===== src/rtl/linebuf_sched_if.sv =====
// Producer/consumer control and line-buffer address bus for linebuf_sched.
// master drives the strobes (producer/consumer side); slave is the scheduler.
interface linebuf_sched_if #(parameter int COL_W = 9);
  logic             frame_sync;
  logic             wr_start;
  logic             wr_en;
  logic             rd_start;
  logic             rd_en;
  logic             wr_we;
  logic [COL_W:0]   wr_addr;
  logic [COL_W:0]   rd_addr;
  logic             rd_valid;
  logic             rd_repeat;
  logic             overrun;
  logic [7:0]       ovr_cnt;

  modport master (
    output frame_sync, wr_start, wr_en, rd_start, rd_en,
    input  wr_we, wr_addr, rd_addr, rd_valid, rd_repeat, overrun, ovr_cnt
  );

  modport slave (
    input  frame_sync, wr_start, wr_en, rd_start, rd_en,
    output wr_we, wr_addr, rd_addr, rd_valid, rd_repeat, overrun, ovr_cnt
  );
endinterface


===== src/rtl/linebuf_sched.sv =====
// Two-bank line-buffer scheduler: producer fills banks, consumer reads the
// oldest full bank, replaying the held bank when no new line is ready.
module linebuf_sched #(
  parameter int LINE_LEN = 512,
  parameter int COL_W    = 9
) (
  input  logic           clk,
  input  logic           reset,
  linebuf_sched_if.slave bus
);
  typedef enum logic [1:0] {EMPTY, FILL, FULL, READ} bank_st_e;

  localparam logic [COL_W-1:0] LAST_COL = COL_W'(LINE_LEN - 1);

  bank_st_e             st_q [2];
  bank_st_e             st_d [2];
  logic                 age_q, age_d;
  logic                 wr_bank_q, wr_bank_d;
  logic [COL_W-1:0]     wr_col_q, wr_col_d;
  logic                 wr_active_q, wr_active_d;
  logic                 rd_bank_q, rd_bank_d;
  logic [COL_W-1:0]     rd_col_q, rd_col_d;
  logic                 rd_active_q, rd_active_d;
  logic                 rd_valid_q, rd_valid_d;
  logic                 rd_repeat_q, rd_repeat_d;
  logic                 overrun_q, overrun_d;
  logic [7:0]           ovr_cnt_q, ovr_cnt_d;

  logic                 wr_we;
  logic                 any_full, any_empty, oldest, free_idx;

  assign wr_we = bus.wr_en & wr_active_q;

  always_comb begin
    st_d        = st_q;
    age_d       = age_q;
    wr_bank_d   = wr_bank_q;
    wr_col_d    = wr_col_q;
    wr_active_d = wr_active_q;
    rd_bank_d   = rd_bank_q;
    rd_col_d    = rd_col_q;
    rd_active_d = rd_active_q;
    rd_valid_d  = rd_valid_q;
    rd_repeat_d = rd_repeat_q;
    overrun_d   = 1'b0;
    ovr_cnt_d   = ovr_cnt_q;

    // Both sides decide on the pre-cycle bank states.
    any_full  = (st_q[0] == FULL) || (st_q[1] == FULL);
    any_empty = (st_q[0] == EMPTY) || (st_q[1] == EMPTY);
    oldest    = ((st_q[0] == FULL) && (st_q[1] == FULL)) ? age_q : (st_q[1] == FULL);
    free_idx  = (st_q[0] == EMPTY) ? 1'b0 : 1'b1;

    if (bus.rd_start) begin
      if (any_full) begin
        if (rd_valid_q) st_d[rd_bank_q] = EMPTY;
        st_d[oldest] = READ;
        rd_bank_d    = oldest;
        rd_col_d     = '0;
        rd_active_d  = 1'b1;
        rd_valid_d   = 1'b1;
        rd_repeat_d  = 1'b0;
      end else if (rd_valid_q) begin
        rd_col_d    = '0;
        rd_active_d = 1'b1;
        rd_repeat_d = 1'b1;
      end else begin
        rd_valid_d  = 1'b0;
        rd_active_d = 1'b0;
      end
    end else if (bus.rd_en && rd_active_q) begin
      if (rd_col_q == LAST_COL) begin
        rd_active_d = 1'b0;
        rd_col_d    = '0;
      end else begin
        rd_col_d = rd_col_q + 1'b1;
      end
    end

    if (bus.wr_start) begin
      if (wr_active_q) begin
        wr_col_d = '0;
      end else if (any_empty) begin
        st_d[free_idx] = FILL;
        wr_bank_d      = free_idx;
        wr_active_d    = 1'b1;
        wr_col_d       = '0;
      end else begin
        overrun_d = 1'b1;
        if (ovr_cnt_q != 8'hFF) ovr_cnt_d = ovr_cnt_q + 8'd1;
      end
    end else if (wr_we) begin
      if (wr_col_q == LAST_COL) begin
        st_d[wr_bank_q] = FULL;
        wr_active_d     = 1'b0;
        wr_col_d        = '0;
        // Age points at this bank unless the other one is still waiting as FULL.
        if (st_d[~wr_bank_q] != FULL) age_d = wr_bank_q;
      end else begin
        wr_col_d = wr_col_q + 1'b1;
      end
    end

    if (bus.frame_sync) begin
      st_d[0]     = EMPTY;
      st_d[1]     = EMPTY;
      age_d       = 1'b0;
      wr_col_d    = '0;
      wr_active_d = 1'b0;
      rd_col_d    = '0;
      rd_active_d = 1'b0;
      rd_valid_d  = 1'b0;
      rd_repeat_d = 1'b0;
      overrun_d   = 1'b0;
      ovr_cnt_d   = ovr_cnt_q;
      wr_bank_d   = wr_bank_q;
      rd_bank_d   = rd_bank_q;
    end
  end

  always_ff @(posedge clk) begin
    if (reset) begin
      st_q[0]     <= EMPTY;
      st_q[1]     <= EMPTY;
      age_q       <= 1'b0;
      wr_bank_q   <= 1'b0;
      wr_col_q    <= '0;
      wr_active_q <= 1'b0;
      rd_bank_q   <= 1'b0;
      rd_col_q    <= '0;
      rd_active_q <= 1'b0;
      rd_valid_q  <= 1'b0;
      rd_repeat_q <= 1'b0;
      overrun_q   <= 1'b0;
      ovr_cnt_q   <= 8'd0;
    end else begin
      st_q[0]     <= st_d[0];
      st_q[1]     <= st_d[1];
      age_q       <= age_d;
      wr_bank_q   <= wr_bank_d;
      wr_col_q    <= wr_col_d;
      wr_active_q <= wr_active_d;
      rd_bank_q   <= rd_bank_d;
      rd_col_q    <= rd_col_d;
      rd_active_q <= rd_active_d;
      rd_valid_q  <= rd_valid_d;
      rd_repeat_q <= rd_repeat_d;
      overrun_q   <= overrun_d;
      ovr_cnt_q   <= ovr_cnt_d;
    end
  end

  assign bus.wr_we     = wr_we;
  assign bus.wr_addr   = {wr_bank_q, wr_col_q};
  assign bus.rd_addr   = {rd_bank_q, rd_col_q};
  assign bus.rd_valid  = rd_valid_q;
  assign bus.rd_repeat = rd_repeat_q;
  assign bus.overrun   = overrun_q;
  assign bus.ovr_cnt   = ovr_cnt_q;
endmodule


===== src/flat_wrapper.sv =====
// flat-port wrapper written by rule: the top's interface ports become plain ports
module linebuf_sched_flat 
#(
  parameter int LINE_LEN = 512,
  parameter int COL_W    = 9
)
  (clk, reset, bus_frame_sync, bus_wr_start, bus_wr_en, bus_rd_start, bus_rd_en, bus_wr_we, bus_wr_addr, bus_rd_addr, bus_rd_valid, bus_rd_repeat, bus_overrun, bus_ovr_cnt);
  linebuf_sched_if #(.COL_W(COL_W)) bus_i ();
  input  logic clk;
  input  logic reset;
  input wire logic [$bits(bus_i.frame_sync)-1:0] bus_frame_sync;
  input wire logic [$bits(bus_i.wr_start)-1:0] bus_wr_start;
  input wire logic [$bits(bus_i.wr_en)-1:0] bus_wr_en;
  input wire logic [$bits(bus_i.rd_start)-1:0] bus_rd_start;
  input wire logic [$bits(bus_i.rd_en)-1:0] bus_rd_en;
  output wire logic [$bits(bus_i.wr_we)-1:0] bus_wr_we;
  output wire logic [$bits(bus_i.wr_addr)-1:0] bus_wr_addr;
  output wire logic [$bits(bus_i.rd_addr)-1:0] bus_rd_addr;
  output wire logic [$bits(bus_i.rd_valid)-1:0] bus_rd_valid;
  output wire logic [$bits(bus_i.rd_repeat)-1:0] bus_rd_repeat;
  output wire logic [$bits(bus_i.overrun)-1:0] bus_overrun;
  output wire logic [$bits(bus_i.ovr_cnt)-1:0] bus_ovr_cnt;
  assign bus_i.frame_sync = bus_frame_sync;
  assign bus_i.wr_start = bus_wr_start;
  assign bus_i.wr_en = bus_wr_en;
  assign bus_i.rd_start = bus_rd_start;
  assign bus_i.rd_en = bus_rd_en;
  assign bus_wr_we = bus_i.wr_we;
  assign bus_wr_addr = bus_i.wr_addr;
  assign bus_rd_addr = bus_i.rd_addr;
  assign bus_rd_valid = bus_i.rd_valid;
  assign bus_rd_repeat = bus_i.rd_repeat;
  assign bus_overrun = bus_i.overrun;
  assign bus_ovr_cnt = bus_i.ovr_cnt;
  linebuf_sched #(.LINE_LEN(LINE_LEN), .COL_W(COL_W)) u_core (.clk(clk), .reset(reset), .bus(bus_i));
endmodule

===== config.mk =====
export PLATFORM = sky130hd
export DESIGN_NAME = linebuf_sched_flat
export DESIGN_NICKNAME = d
export VERILOG_FILES = /design/src/rtl/linebuf_sched_if.sv /design/src/rtl/linebuf_sched.sv /design/src/flat_wrapper.sv
export SDC_FILE = /design/constraint.sdc
export NUM_CORES = 1
export LEC_CHECK = 0
export BUFFER_PORTS_ARGS = -buffer_cell sky130_fd_sc_hd__buf_2
export CORE_MARGIN = 3
export CORE_UTILIZATION = 58
export DETAILED_ROUTE_END_ITERATION = 8
export PLACE_DENSITY = 0.95
export SETUP_SLACK_MARGIN = 0.2
export SYNTH_ARGS = -nofsm -noshare
export SYNTH_HDL_FRONTEND = slang
export SYNTH_SLANG_ARGS = --single-unit

===== constraint.sdc =====
create_clock -name clk -period 4.3 [get_ports clk]
set_input_delay 0 -clock clk [delete_from_list [all_inputs] [get_ports clk]]
set_output_delay 0 -clock clk [all_outputs]
set_load 0.02 [all_outputs]

== After elaboration in Yosys (flattened, before gate mapping) ==
Cells that the tools add are included.

* Add/sub/neg operators: 3
* Order comparisons: 9
* Eq/ne operators: 8
* Multiplexer cells: 46
* Bitwise operators: 20
* Reduce and logical (&&, ||, !) cells: 26

{| class="wikitable"
|+ Operators by type and width
! kind !! count
|-
| $mux 9 || 10
|-
| $mux 4 || 10
|-
| $add 9x1->9 const B || 2
|-
| $eq 9x9->1 const B || 2
|-
| $mux 1 || 15
|-
| $mux 2 || 7
|-
| $ge 2x2->1 const B || 5
|-
| $not 1->2 || 5
|-
| $reduce_and 2->1 || 5
|-
| $reduce_bool 2->1 || 5
|-
| $add 8x1->8 const B || 1
|-
| $demux 2 s1 || 4
|-
| $lt 2x1->1 const B || 4
|-
| $ne 8x8->1 const B || 1
|-
| $reduce_and 4->1 || 2
|-
| $logic_and 1x1->1 || 6
|-
| $ne 3x1->1 const B || 2
|-
| $not 1->1 || 5
|-
| $reduce_and 5->1 || 1
|-
| $and 2x2->2 || 2
|-
| $and 4x4->4 || 1
|-
| $eq 2x2->1 const B || 2
|-
| $logic_not 2->1 || 2
|-
| $not 2->2 || 2
|-
| other kinds (9) || 11
|}

* Register bits after elaboration: 38
* Input bits: 7
* Output and inout port bits: 32
* Word-level logic and storage cells: 125

== Longest topological paths before layout ==
* Depth in word-level cells: 19
* Mapped depth: 7
* Gate-level depth less buffers: 7

== Worst setup path before layout ==
OpenSTA, ideal clock, no wires.

* Path kind: flip-flop to flip-flop
* Start point: reg u_core.rd_col_q[0]
* End point: reg u_core.rd_col_q[0]
* Setup time: 147 ps
* Arrival: 1749 ps
* Data required time: 4153 ps
* Setup slack: 2404 ps
* Stages on the path, launching flop included: 8
* Buffers on the path: 0
* Period minus slack after synthesis: 1896 ps
* Cells stage by stage: dfxtp_1 -> ha_1 -> nand2_1 -> nor3_1 -> ha_1 -> nand2_1 -> o311ai_1 -> nor2_1

* Cells in the longest elaborated chain, start to end: 4
* Elaborated cells between the ends (all ways): 5
* Those cells by class: add/sub (1); eq/ne (1); mux (3)

{| class="wikitable"
|+ Ends and longest elaborated chain
! item !! RTL line !! RTL
|-
| start: declaration || linebuf_sched.sv:22 || <nowiki>logic [COL_W-1:0] rd_col_q, rd_col_d;</nowiki>
|-
| start signal: assignment || linebuf_sched.sv:144 || <nowiki>rd_col_q <= rd_col_d;</nowiki>
|-
| $add 9x1->9 / $eq 9x9->1 (equally long branches) || linebuf_sched.sv:76, linebuf_sched.sv:72 ||
|-
| $mux 9 (*) || linebuf_sched.sv:72 || <nowiki>if (rd_col_q == LAST_COL) begin</nowiki>
|-
| $mux 9 (*) || linebuf_sched.sv:71 || <nowiki>end else if (bus.rd_en && rd_active_q) begin</nowiki>
|-
| $mux 9 (*) || linebuf_sched.sv:54 || <nowiki>if (bus.rd_start) begin</nowiki>
|}

Every way passes the cells marked *; elsewhere a longest branch is shown, timed or not. The select of a mux whose other input is x is not followed.
A chain may end at the register's enable or synchronous reset.

== Worst setup path after layout ==
* Start point: reg u_core.rd_col_q[3]
* End point: reg u_core.rd_col_q[6]

Same word-level chain as after synthesis.

==> summary.txt <==
Critical Path End Type - flop
layout cells sized above 1 - 0.223
CP max FO - 8
cell area after synthesis - 1880 um2
RSZ-0062 raised after global routing - no
final-stage net count - 267
FF+latch count, synth - 38
Synth Flop Type - dfxtp_1
Detail Placement HPWL - 2910 um
Detail Route met2 WL - 1950 um
Net Count, Synth - 229
Tot Pwr - 0.614 mW
CP required - 4500 ps
Cell Pwr Density - 285 nW/um2
WL met3 - 187 um
Clk pwr share - 0.368
WL per Instance - 13.5 um
post-CTS setup buffers - 0
Worst-path clk slew - 100 ps
Cells after DPL - 290
DRT Pass-1 Iters - 4
post-route setup slack - 2190 ps
I/O pin count - 39
Setup-failing EPs final - 0
Psw - 0.137 mW
VDD IR max - 0.175 mV
worst hold path class - in -> reg
via count - 1733
Initial Util - 0.611
post-route cell area - 2160 um2
Cell Int Power - 0.477 mW
CTS max path bufs - 2
fin crit period - 2110 ps
clock buffer count from CTS - 5
uppermost layer routed - met4
Pins Over Slew Limit - 0
Area growth syn-to-layout - 14.8%
maxcap violations - 0
fillers - 256
initial drt markers - 77
GR Overflow Total - 0
Leak - 0.857 nW
Hold WS - 13.0 ps
vias in the first global route - 1626
clock root buffer - clkbuf_4
via/cell ratio - 5.78
Post-synth EDFFs - 0
core area - 3080 um2
die extent in y - 62.9 um
register area - 761 um2
port bufs - 38
wl on met1 - 1810 um
Global Route Usage Sum - 0.211
sw frac - 0.223
first-pass GRT wire length - 6870 um
worst skew pair latency - 340 ps
post-place setup slack - 2200 ps
relative slew slack - 0.321
sequential fraction of the synthesis area - 0.405
Clock Skews - 6.14 ps
Worst Tran Pin Value - 1020 ps
# DRC - 0
Die Area - 3960 um2
Worst Path Arrival - 2310 ps
outcome - completed
critical path launch point type - flop
Final Hold Fails - 0
Max H-tree Level - 2
CTS tree - yes
Flop pwr share - 0.582
initial antenna violation count - 0
combinational share of power - 0.050
CTS sink cnt - 38
setup TNS - 0 ps
largest net degree at the start of global routing - 16
FF-to-FF setup slack - 2190 ps
Multi-input gate area - 1030 um2
dpl cell area - 2060 um2
Finished Layout Cells - 300
Synth Area per Inst - 8.66 um2
FFs w/ async S/R, synth - 0
Synth Instances - 217
Syn. warnings - 0
Die Wd - 62.9 um
routability cong. - 0.877
n_diodes - 0
num rows - 20
fin crit share - 0.492
post-layout util - 0.701
f_max - 473 MHz
critical path class - reg -> reg
final WL - 4060 um
Antenna Nets Post-Route - 0
Netlist cell types - 51
[metal layers]
metal / vias to the layer above / GRT usage
met3: 11 / 0.0522
met2: 53 / 0.356
met4: 0 / 0.0882
met5: - / 0
li1: 870 / -
met1: 799 / 0.254
[cell type report]
cell class,instances,share of cell area
clock buffer,8,0.0365
inverter,6,0.0104
multi-input combinational,164,0.477
sequential,38,0.353
tap,44,0.0255
timing repair buffer,40,0.0974
[cells in the final DEF, fill, tap and decap left out, types with 5 or more instances in the layout]
cell	n
buf_2	38
dfxtp_1	38
nor2_1	22
a21oi_1	22
nand2_1	19
o21ai_0	12
nand3_1	8
or3_1	7
inv_1	6
xnor2_1	6
o31ai_1	5
or4_1	5
ha_1	5
clkbuf_4	5
[registers in the layout, summed over array words and instances (netlist names)]
| signal | flops |
|---|---|
| u_core.age_q | 1 |
| u_core.bus.overrun | 1 |
| u_core.bus.ovr_cnt | 8 |
| u_core.bus.rd_repeat | 1 |
| u_core.bus.rd_valid | 1 |
| u_core.rd_active_q | 1 |
| u_core.rd_bank_q | 1 |
| u_core.rd_col_q | 9 |
| u_core.st_q | 4 |
| u_core.wr_active_q | 1 |
| u_core.wr_bank_q | 1 |
| u_core.wr_col_q | 9 |
[timing repair]
action,in CTS,in global routing
endpoints found under the setup margin,0,0
hold endpoints to repair,12,0
gates resized for setup,0,0
hold buffers,2,0
[worst paths after layout]
check / start / endpoint / cells past startpoint
worst min register to register: u_core.bus.ovr_cnt[6]$_SDFFE_PP0P_ / u_core.bus.ovr_cnt[6]$_SDFFE_PP0P_ / 2
worst max-delay path: u_core.rd_col_q[3]$_SDFFE_PP0P_ / u_core.rd_col_q[6]$_SDFFE_PP0P_ / 6
worst min-delay path: bus_frame_sync / u_core.bus.overrun$_SDFF_PP0_ / 4
worst max register to register: u_core.rd_col_q[3]$_SDFFE_PP0P_ / u_core.rd_col_q[6]$_SDFFE_PP0P_ / 6
[critical path: stages, from the launching register on]
cell	delay (ps)
dfxtp_1	420
nand4_1	180
nor3_1	220
ha_1	180
nand2_1	70
o311ai_1	770
nor2_1	120
[cell families (layout without fill, tap and decap cells)]
kind of cell | after synthesis | count (layout) | synth area share
and+or+nand+nor | 90 | 90 | 0.262
AOI/OAI and AO/OA | 57 | 57 | 0.194
DFF | 38 | 38 | 0.405
buffers and inverters | 15 | 54 | 0.0473
xor gates and xnor gates | 9 | 9 | 0.0419
adders and majority gates | 5 | 5 | 0.0333
muxes | 3 | 3 | 0.0160
[power by group through the flow]
stage | clock (mW) | combinational (mW) | sequential (mW)
2_1_floorplan | 0 | 0.0227 | 0.364
3_3_place_gp | 0 | 0.0282 | 0.365
3_5_place_dp | 0 | 0.0290 | 0.365
4_1_cts | 0.229 | 0.0307 | 0.357
5_1_grt | 0.241 | 0.0341 | 0.358
6_report | 0.226 | 0.0310 | 0.357
[synthesized netlist by cell type (all sizes together) (3+ instances only)]
library cell / n / share of area
buf: 7 / 0.031
and4: 3 / 0.015
nor2: 22 / 0.044
or3: 8 / 0.027
nand4: 4 / 0.013
mux2i: 3 / 0.016
xnor2: 6 / 0.028
nand2: 19 / 0.038
a21oi: 22 / 0.059
dfxtp: 38 / 0.40
o31ai: 6 / 0.027
inv: 6 / 0.012
nand3: 8 / 0.021
o21ai: 13 / 0.035
xor2: 3 / 0.014
ha: 5 / 0.033
or4: 5 / 0.020
and2b: 3 / 0.012
nor3: 4 / 0.011
Note: power is estimated with default switching activity, not from simulation.
